<file path="src/rtl/glb_mu_rd_arbiter_if.sv">
// ---------------------------------------------------------------------------
// glb_mu_rd_arbiter_if
// Bundles every bus signal of the two-requester GLB matrix-unit read arbiter:
//   req_a_*  : per-requester TileLink A channel (2 lanes, requester i in slice i)
//   req_d_*  : D channel back to the requesters (valid per requester, payload
//              broadcast)
//   glb_a_*  : single A channel towards the global buffer
//   glb_d_*  : single D channel from the global buffer
//   outstanding_cnt / err_unexpected_d : status from the arbiter
// Modports:
//   master : arbiter view (drives glb_a_*, req_a_ready, req_d_*, glb_d_ready,
//            status)
//   slave  : environment view (requesters plus GLB)
// ---------------------------------------------------------------------------
interface glb_mu_rd_arbiter_if;
  logic [1:0]   req_a_valid;
  logic [1:0]   req_a_ready;
  logic [41:0]  req_a_address;
  logic [7:0]   req_a_size;
  logic [11:0]  req_a_source;
  logic [1:0]   req_d_valid;
  logic [1:0]   req_d_ready;
  logic [255:0] req_d_data;
  logic [3:0]   req_d_size;
  logic [5:0]   req_d_source;
  logic [2:0]   req_d_opcode;
  logic         glb_a_valid;
  logic         glb_a_ready;
  logic [20:0]  glb_a_address;
  logic [3:0]   glb_a_size;
  logic [6:0]   glb_a_source;
  logic         glb_d_valid;
  logic         glb_d_ready;
  logic [255:0] glb_d_data;
  logic [3:0]   glb_d_size;
  logic [6:0]   glb_d_source;
  logic [2:0]   glb_d_opcode;
  logic [7:0]   outstanding_cnt;
  logic         err_unexpected_d;

  modport master (
    input  req_a_valid, req_a_address, req_a_size, req_a_source, req_d_ready,
    input  glb_a_ready, glb_d_valid, glb_d_data, glb_d_size, glb_d_source, glb_d_opcode,
    output req_a_ready, req_d_valid, req_d_data, req_d_size, req_d_source, req_d_opcode,
    output glb_a_valid, glb_a_address, glb_a_size, glb_a_source, glb_d_ready,
    output outstanding_cnt, err_unexpected_d
  );

  modport slave (
    output req_a_valid, req_a_address, req_a_size, req_a_source, req_d_ready,
    output glb_a_ready, glb_d_valid, glb_d_data, glb_d_size, glb_d_source, glb_d_opcode,
    input  req_a_ready, req_d_valid, req_d_data, req_d_size, req_d_source, req_d_opcode,
    input  glb_a_valid, glb_a_address, glb_a_size, glb_a_source, glb_d_ready,
    input  outstanding_cnt, err_unexpected_d
  );
endinterface

</file>
<file path="src/rtl/glb_mu_rd_arbiter.sv">
// ---------------------------------------------------------------------------
// glb_mu_rd_arbiter
// Shares the matrix-unit read port of the global buffer between requester 0
// (MU unified port) and requester 1 (e.g. weight prefetcher).
//   A channel : round-robin with grant lock, zero-latency combinational path,
//               requester ID carried in glb_a_source[6].
//   D channel : routed combinationally by glb_d_source[6]; a shared beat
//               counter finds the last beat of multi-beat responses, and only
//               the last beat returns an outstanding credit.
// Ports:
//   clk_in     : clock
//   reset_in_n : asynchronous active-low reset (also masks handshake outputs)
//   bus        : glb_mu_rd_arbiter_if.master (see interface header)
// ---------------------------------------------------------------------------
module glb_mu_rd_arbiter #(
  parameter int unsigned MAX_OUTSTANDING = 8,
  parameter int unsigned BEAT_BYTES_LOG2 = 5,
  parameter int unsigned MAX_BEATS_LOG2  = 3
) (
  input  logic                clk_in,
  input  logic                reset_in_n,
  glb_mu_rd_arbiter_if.master bus
);

  localparam int unsigned BCW         = MAX_BEATS_LOG2 + 1;
  localparam logic [3:0]  MAX_OUT_C   = 4'(MAX_OUTSTANDING);
  localparam logic [3:0]  BEAT_LOG2_C = 4'(BEAT_BYTES_LOG2);
  localparam logic [3:0]  MAX_SHIFT_C = 4'(MAX_BEATS_LOG2);

  // State
  logic [1:0][3:0] cnt_q, cnt_d;
  logic            rr_q, rr_d;
  logic            lock_q, lock_d;
  logic            locked_id_q, locked_id_d;
  logic [BCW-1:0]  beat_cnt_q, beat_cnt_d;
  logic            err_q, err_d;

  // Combinational helpers
  logic [1:0]      elig_s;
  logic            grant_s;
  logic            a_valid_s;
  logic            a_hs_s;
  logic            sel_s;
  logic            d_hs_s;
  logic            last_beat_s;
  logic [3:0]      diff_s;
  logic [3:0]      shift_s;
  logic [BCW-1:0]  beats_s;
  logic [1:0]      inc_s;
  logic [1:0]      dec_s;

  // Eligibility: valid request and a free credit
  always_comb begin
    elig_s = 2'b00;
    for (int i = 0; i < 2; i++) begin
      elig_s[i] = bus.req_a_valid[i] & (cnt_q[i] < MAX_OUT_C);
    end
  end

  // Grant selection; a held offer ignores eligibility and follows only the
  // locked requester's valid, so a protocol violation drops the offer
  always_comb begin
    grant_s   = 1'b0;
    a_valid_s = 1'b0;
    if (lock_q) begin
      grant_s   = locked_id_q;
      a_valid_s = bus.req_a_valid[locked_id_q];
    end else if (elig_s == 2'b11) begin
      grant_s   = rr_q;
      a_valid_s = 1'b1;
    end else if (elig_s[1]) begin
      grant_s   = 1'b1;
      a_valid_s = 1'b1;
    end else if (elig_s[0]) begin
      grant_s   = 1'b0;
      a_valid_s = 1'b1;
    end else begin
      grant_s   = 1'b0;
      a_valid_s = 1'b0;
    end
  end

  // A path: muxed fields of the granted requester, forced idle while in reset
  assign bus.glb_a_valid   = a_valid_s & reset_in_n;
  assign a_hs_s            = bus.glb_a_valid & bus.glb_a_ready;
  assign bus.glb_a_address = grant_s ? bus.req_a_address[41:21] : bus.req_a_address[20:0];
  assign bus.glb_a_size    = grant_s ? bus.req_a_size[7:4] : bus.req_a_size[3:0];
  assign bus.glb_a_source  = {grant_s, (grant_s ? bus.req_a_source[11:6] : bus.req_a_source[5:0])};
  assign bus.req_a_ready   = {a_hs_s & grant_s, a_hs_s & ~grant_s};

  // D path: route by requester tag, payload broadcast
  assign sel_s            = bus.glb_d_source[6];
  assign bus.req_d_valid  = (bus.glb_d_valid & reset_in_n) ? (sel_s ? 2'b10 : 2'b01) : 2'b00;
  assign bus.glb_d_ready  = bus.req_d_ready[sel_s] & reset_in_n;
  assign d_hs_s           = bus.glb_d_valid & bus.glb_d_ready;
  assign bus.req_d_data   = bus.glb_d_data;
  assign bus.req_d_size   = bus.glb_d_size;
  assign bus.req_d_source = bus.glb_d_source[5:0];
  assign bus.req_d_opcode = bus.glb_d_opcode;

  // Beats in the current response: 1 up to one beat of bytes, clamped above
  always_comb begin
    diff_s  = 4'd0;
    shift_s = 4'd0;
    if (bus.glb_d_size > BEAT_LOG2_C) begin
      diff_s = bus.glb_d_size - BEAT_LOG2_C;
      if (diff_s > MAX_SHIFT_C) begin
        shift_s = MAX_SHIFT_C;
      end else begin
        shift_s = diff_s;
      end
    end else begin
      diff_s  = 4'd0;
      shift_s = 4'd0;
    end
    beats_s = BCW'(1) << shift_s;
  end

  // Beat counter: zero means the next beat opens a new response
  always_comb begin
    beat_cnt_d  = beat_cnt_q;
    last_beat_s = 1'b0;
    if (d_hs_s) begin
      if (beat_cnt_q == BCW'(0)) begin
        if (beats_s == BCW'(1)) begin
          last_beat_s = 1'b1;
        end else begin
          beat_cnt_d = beats_s - BCW'(1);
        end
      end else begin
        beat_cnt_d  = beat_cnt_q - BCW'(1);
        last_beat_s = (beat_cnt_q == BCW'(1));
      end
    end else begin
      beat_cnt_d = beat_cnt_q;
    end
  end

  // Lock holds an unaccepted offer; round-robin pointer moves past the winner
  always_comb begin
    lock_d      = 1'b0;
    locked_id_d = locked_id_q;
    rr_d        = rr_q;
    if (bus.glb_a_valid & ~bus.glb_a_ready) begin
      lock_d      = 1'b1;
      locked_id_d = grant_s;
    end else begin
      lock_d = 1'b0;
    end
    if (a_hs_s) begin
      rr_d = ~grant_s;
    end else begin
      rr_d = rr_q;
    end
  end

  assign inc_s = {a_hs_s & grant_s, a_hs_s & ~grant_s};
  assign dec_s = {last_beat_s & sel_s, last_beat_s & ~sel_s};

  // Outstanding counters; an unexpected last beat saturates and sets the error
  always_comb begin
    cnt_d = cnt_q;
    err_d = err_q;
    for (int i = 0; i < 2; i++) begin
      if (dec_s[i] && (cnt_q[i] == 4'd0)) begin
        err_d = 1'b1;
      end
      if (inc_s[i] && !dec_s[i]) begin
        cnt_d[i] = cnt_q[i] + 4'd1;
      end else if (dec_s[i] && !inc_s[i] && (cnt_q[i] != 4'd0)) begin
        cnt_d[i] = cnt_q[i] - 4'd1;
      end else begin
        cnt_d[i] = cnt_q[i];
      end
    end
  end

  // State registers
  always_ff @(posedge clk_in or negedge reset_in_n) begin
    if (!reset_in_n) begin
      cnt_q       <= '0;
      rr_q        <= 1'b0;
      lock_q      <= 1'b0;
      locked_id_q <= 1'b0;
      beat_cnt_q  <= '0;
      err_q       <= 1'b0;
    end else begin
      cnt_q       <= cnt_d;
      rr_q        <= rr_d;
      lock_q      <= lock_d;
      locked_id_q <= locked_id_d;
      beat_cnt_q  <= beat_cnt_d;
      err_q       <= err_d;
    end
  end

  assign bus.outstanding_cnt  = cnt_q;
  assign bus.err_unexpected_d = err_q;

endmodule

</file>
<file path="src/flat_wrapper.sv">
// flat-port wrapper written by rule: the top's interface ports become plain ports
module glb_mu_rd_arbiter_flat 
#(
  parameter int unsigned MAX_OUTSTANDING = 8,
  parameter int unsigned BEAT_BYTES_LOG2 = 5,
  parameter int unsigned MAX_BEATS_LOG2  = 3
)
  (clk_in, reset_in_n, bus_req_a_valid, bus_req_a_address, bus_req_a_size, bus_req_a_source, bus_req_d_ready, bus_glb_a_ready, bus_glb_d_valid, bus_glb_d_data, bus_glb_d_size, bus_glb_d_source, bus_glb_d_opcode, bus_req_a_ready, bus_req_d_valid, bus_req_d_data, bus_req_d_size, bus_req_d_source, bus_req_d_opcode, bus_glb_a_valid, bus_glb_a_address, bus_glb_a_size, bus_glb_a_source, bus_glb_d_ready, bus_outstanding_cnt, bus_err_unexpected_d);
  glb_mu_rd_arbiter_if bus_i ();
  input  logic clk_in;
  input  logic reset_in_n;
  input wire logic [$bits(bus_i.req_a_valid)-1:0] bus_req_a_valid;
  input wire logic [$bits(bus_i.req_a_address)-1:0] bus_req_a_address;
  input wire logic [$bits(bus_i.req_a_size)-1:0] bus_req_a_size;
  input wire logic [$bits(bus_i.req_a_source)-1:0] bus_req_a_source;
  input wire logic [$bits(bus_i.req_d_ready)-1:0] bus_req_d_ready;
  input wire logic [$bits(bus_i.glb_a_ready)-1:0] bus_glb_a_ready;
  input wire logic [$bits(bus_i.glb_d_valid)-1:0] bus_glb_d_valid;
  input wire logic [$bits(bus_i.glb_d_data)-1:0] bus_glb_d_data;
  input wire logic [$bits(bus_i.glb_d_size)-1:0] bus_glb_d_size;
  input wire logic [$bits(bus_i.glb_d_source)-1:0] bus_glb_d_source;
  input wire logic [$bits(bus_i.glb_d_opcode)-1:0] bus_glb_d_opcode;
  output wire logic [$bits(bus_i.req_a_ready)-1:0] bus_req_a_ready;
  output wire logic [$bits(bus_i.req_d_valid)-1:0] bus_req_d_valid;
  output wire logic [$bits(bus_i.req_d_data)-1:0] bus_req_d_data;
  output wire logic [$bits(bus_i.req_d_size)-1:0] bus_req_d_size;
  output wire logic [$bits(bus_i.req_d_source)-1:0] bus_req_d_source;
  output wire logic [$bits(bus_i.req_d_opcode)-1:0] bus_req_d_opcode;
  output wire logic [$bits(bus_i.glb_a_valid)-1:0] bus_glb_a_valid;
  output wire logic [$bits(bus_i.glb_a_address)-1:0] bus_glb_a_address;
  output wire logic [$bits(bus_i.glb_a_size)-1:0] bus_glb_a_size;
  output wire logic [$bits(bus_i.glb_a_source)-1:0] bus_glb_a_source;
  output wire logic [$bits(bus_i.glb_d_ready)-1:0] bus_glb_d_ready;
  output wire logic [$bits(bus_i.outstanding_cnt)-1:0] bus_outstanding_cnt;
  output wire logic [$bits(bus_i.err_unexpected_d)-1:0] bus_err_unexpected_d;
  assign bus_i.req_a_valid = bus_req_a_valid;
  assign bus_i.req_a_address = bus_req_a_address;
  assign bus_i.req_a_size = bus_req_a_size;
  assign bus_i.req_a_source = bus_req_a_source;
  assign bus_i.req_d_ready = bus_req_d_ready;
  assign bus_i.glb_a_ready = bus_glb_a_ready;
  assign bus_i.glb_d_valid = bus_glb_d_valid;
  assign bus_i.glb_d_data = bus_glb_d_data;
  assign bus_i.glb_d_size = bus_glb_d_size;
  assign bus_i.glb_d_source = bus_glb_d_source;
  assign bus_i.glb_d_opcode = bus_glb_d_opcode;
  assign bus_req_a_ready = bus_i.req_a_ready;
  assign bus_req_d_valid = bus_i.req_d_valid;
  assign bus_req_d_data = bus_i.req_d_data;
  assign bus_req_d_size = bus_i.req_d_size;
  assign bus_req_d_source = bus_i.req_d_source;
  assign bus_req_d_opcode = bus_i.req_d_opcode;
  assign bus_glb_a_valid = bus_i.glb_a_valid;
  assign bus_glb_a_address = bus_i.glb_a_address;
  assign bus_glb_a_size = bus_i.glb_a_size;
  assign bus_glb_a_source = bus_i.glb_a_source;
  assign bus_glb_d_ready = bus_i.glb_d_ready;
  assign bus_outstanding_cnt = bus_i.outstanding_cnt;
  assign bus_err_unexpected_d = bus_i.err_unexpected_d;
  glb_mu_rd_arbiter #(.MAX_OUTSTANDING(MAX_OUTSTANDING), .BEAT_BYTES_LOG2(BEAT_BYTES_LOG2), .MAX_BEATS_LOG2(MAX_BEATS_LOG2)) u_core (.clk_in(clk_in), .reset_in_n(reset_in_n), .bus(bus_i));
endmodule
</file>
<file path="config.mk">
export PLATFORM = sky130hd
export DESIGN_NAME = glb_mu_rd_arbiter_flat
export DESIGN_NICKNAME = d
export VERILOG_FILES = /design/src/rtl/glb_mu_rd_arbiter_if.sv /design/src/rtl/glb_mu_rd_arbiter.sv /design/src/flat_wrapper.sv
export SDC_FILE = /design/constraint.sdc
export NUM_CORES = 1
export LEC_CHECK = 0
export CAP_MARGIN = 20
export CORE_AREA = 5 5 255 257
export DETAILED_ROUTE_END_ITERATION = 8
export DIE_AREA = 0 0 260 262
export PLACE_DENSITY = 0.37
export SETUP_SLACK_MARGIN = 0.5
export SLEW_MARGIN = 5
export SYNTH_ARGS = -nofsm -noshare
export SYNTH_HDL_FRONTEND = slang
export SYNTH_SLANG_ARGS = --single-unit
</file>
<file path="constraint.sdc">
create_clock -name clk_in -period 3.7 [get_ports clk_in]
set_input_delay 0.925 -clock clk_in [delete_from_list [all_inputs] [get_ports clk_in]]
set_output_delay 0.925 -clock clk_in [all_outputs]
set_load 0.01 [all_outputs]
</file>
==> impl_metrics.tcl <==
set metrics [dict create \
    required_ns 3.83 \
    grt_pass1_vias 2602 \
    num_vias 2488 \
    synth.largest_area_cell "buf_4" \
    critPathMaxFanout 4 \
    irDropWorstVdd_v 0.000207 \
    clock_sinks 16 \
    syn_to_final_growth_pct 29.0 \
    crit_start "bus_glb_d_size[1]" \
    drv_cap 0 \
    synth_ff_type "dfrtp_1" \
    grtUsageTotal_pct 5.89 \
    htreeDepth 1 \
    postSynthAreaPerCell_um2 8.34 \
    synth-edff-count 0 \
    synth_top_cell_area_share_pct 55.5 \
    worst_skew_pair.late_latency_ns 0.25 \
    tritoncts "built" \
    ys_warn_count 0 \
    min_path_type "register to register" \
    r2r_start "u_core.beat_cnt_q[0]$_DFFE_PN0P_" \
    antenna_found_initial 2 \
    worst_slack_ns 0.316 \
    routed_via_density 2.08 \
    hpwlAfterDp_um 18000 \
    worstPathArrival_ns 3.51 \
    fin_crit_sh_pct 91.5 \
    skew_ns 0.00381 \
    synth_cell_types 40 \
    synth_area_leaders "buf_4 (55%), dfrtp_1 (11%), mux2_1 (10%), ha_1 (3.4%), xor2_1 (1.9%)" \
    drt-total-wl_um 22800 \
    synth_seq_cells 16 \
    fmax_mhz 295 \
    ant_nets 0 \
    nets 704 \
    slew-limit-headroom_pct 61.3 \
    drv_slew 0 \
    utilization_pct 7.54 \
    fill_cells 7303 \
    cts.clk_slew.worst_paths_ns 0.06 \
    grt_max_degree 10 \
    detail_route.wl_per_cell_um 19.0 \
    worstSetupEndpointType "register" \
    finalSetupViolations 0 \
    die_h_um 262 \
    tns_ns 0 \
    worstMarginPinSlew_ns 0.572 \
    critPathKind "input port to register" \
    drive_above_1_share_pct 41.3 \
    r2r_end "u_core.bus.outstanding_cnt[5]$_DFFE_PN0P_" \
    numCtsBuffers 3 \
    placementRows 92 \
    cts_buffer_depth 2 \
    initial_utilization_pct 5.85 \
    synth_cells 438 \
    grt_setup_unrepaired "true" \
    cts-hold-fix-buffers 0 \
    post-route-drc-count 0 \
    min_path_cells 1 \
    drtIter0Drc 52 \
    place.gp.congestion 0.676 \
    hold_viol 0 \
    die-width_um 260 \
    ctsRootBufferMaster "clkbuf_16" \
    p_per_area_nw_per_um2 434 \
    synth-seq-area-share_pct 11.0 \
    die_area_um2 68100 \
    grt_overflow 0 \
    worstRegToRegCells 10 \
    grt_pass1_wl_um 26200 \
    place_ws_ns -0.552 \
    total_leakage_power_nw 1.69 \
    rrSetupSlack_ns 1.07 \
    first_pass_iters 4 \
    portBuffers 125 \
    fp.coreArea_um2 62500 \
    cp-endpoint "u_core.bus.outstanding_cnt[5]$_DFFE_PN0P_" \
    async_reset_ff_share_pct 100 \
    status "finished clean" \
    ios 656 \
    synth.net_count 790 \
    critPathLaunchType "input port" \
    synth_area_um2 3650 \
    fin_crit_ns 3.38 \
]
[synth_stat cells, types with 4 or more instances]
master and number:
a21o_1 5, a21oi_1 7, buf_4 270, dfrtp_1 16
ha_1 10, inv_1 6, mux2_1 34, mux2_2 4
nand2_1 16, nand3_1 6, nor2_1 7, o21ai_0 5
xor2_1 8
[report_power, final]
| part | switching (mW) | internal (mW) | leakage, nW | total, mW |
|---|---|---|---|---|
| clock network | 0.0744 | 0.164 | 0.0442 | 0.239 |
| registers | 0.127 | 0.256 | 0.197 | 0.382 |
| logic | 0.615 | 0.807 | 1.45 | 1.42 |
[metal layers]
layer / GRT usage [%] / wire length, um / up-vias
met5: 1.07 / 97 / -
met4: 3.95 / 1610 / 2
met3: 6.63 / 5260 / 106
met2: 8.46 / 9620 / 340
met1: 4.55 / 6230 / 1056
li1: - / - / 984
[flip-flops by register name (all words and copies together) (netlist names)]
name / flops
u_core.lock_q: 1
u_core.bus.outstanding_cnt: 8
u_core.locked_id_q: 1
u_core.bus.err_unexpected_d: 1
u_core.beat_cnt_q: 4
u_core.rr_q: 1
[kinds of logic after synthesis]
group,after synthesis,synth area share [%]
AO/OA/AOI/OAI,29,5.86
XOR/XNOR,8,1.92
adder cells (fa/ha/maj),12,4.52
buffers and inverters,279,56.5
flip-flops,16,11.0
multiplexers,41,12.5
AND/OR/NAND/NOR,53,7.71
[worst max-delay path, cell delays in order]
cell and delay, ns:
buf_8 0.09, inv_8 0.03, ha_4 0.27, nand2_2 0.04, a22o_1 0.20, and2_4 0.16
or2_1 0.21, inv_1 0.06, ha_2 0.16, nand2_2 0.04, a21o_4 0.22, o211ai_4 0.23
buf_6 0.15, buf_6 0.09, fa_1 0.37, mux2_4 0.26
[worst min-delay path by stage]
stage                                         endpoint                               startpoint
2_1_floorplan                  u_core.rr_q$_DFFE_PN0P_                  u_core.rr_q$_DFFE_PN0P_
3_3_place_gp   u_core.bus.err_unexpected_d$_DFFE_PN0P_  u_core.bus.err_unexpected_d$_DFFE_PN0P_
3_5_place_dp   u_core.bus.err_unexpected_d$_DFFE_PN0P_  u_core.bus.err_unexpected_d$_DFFE_PN0P_
4_1_cts        u_core.bus.err_unexpected_d$_DFFE_PN0P_  u_core.bus.err_unexpected_d$_DFFE_PN0P_
5_1_grt        u_core.bus.err_unexpected_d$_DFFE_PN0P_  u_core.bus.err_unexpected_d$_DFFE_PN0P_
6_report       u_core.bus.err_unexpected_d$_DFFE_PN0P_  u_core.bus.err_unexpected_d$_DFFE_PN0P_
[cell type report]
cell class                      instances  area (um2)  area share, %
Timing Repair Buffer                  182        1740           36.9
Multi-Input combinational cell        143        1390           29.4
Tap cell                              846        1060           22.5
Sequential cell                        16         400           8.50
Clock buffer                            4        88.8           1.89
Inverter                                6        37.5          0.797
Antenna cell                            1        2.50         0.0531
[per-stage QoR]
step                std cells  hold WS, ns  power (mW)  area [um2]
finish                   1198        0.466        2.04        4710
global route             1197        0.502        2.20        4710
CTS                      1195        0.479        2.09        4660
detailed placement       1168        0.453        1.49        4230
global placement         1168        0.465        1.49        4230
floorplan                 438        0.450        1.17        3710
[layout by cell type (no fill, tap or decap), types with 5 or more instances in the layout]
| cell type | netlist | layout |
|---|---|---|
| a21o_1 | 5 | 5 |
| a21oi_1 | 7 | 5 |
| buf_12 | 0 | 5 |
| buf_2 | 3 | 18 |
| buf_4 | 270 | 44 |
| buf_6 | 0 | 11 |
| clkbuf_2 | 0 | 6 |
| clkdlybuf4s50_1 | 0 | 81 |
| dfrtp_1 | 16 | 16 |
| dlygate4sd2_1 | 0 | 5 |
| mux2_1 | 34 | 20 |
| mux2_4 | 0 | 15 |
| nand2_1 | 16 | 13 |
| nand3_1 | 6 | 6 |
| nor2_1 | 7 | 6 |
| xor2_1 | 8 | 8 |
[timing repair]
item                                    CTS  global route
resized for setup                       188            23
pin swaps                                11             8
setup buffers                            19             2
endpoints found under the setup margin   51            29
cloned                                    4             0
Power figures use the tool's default switching activity.
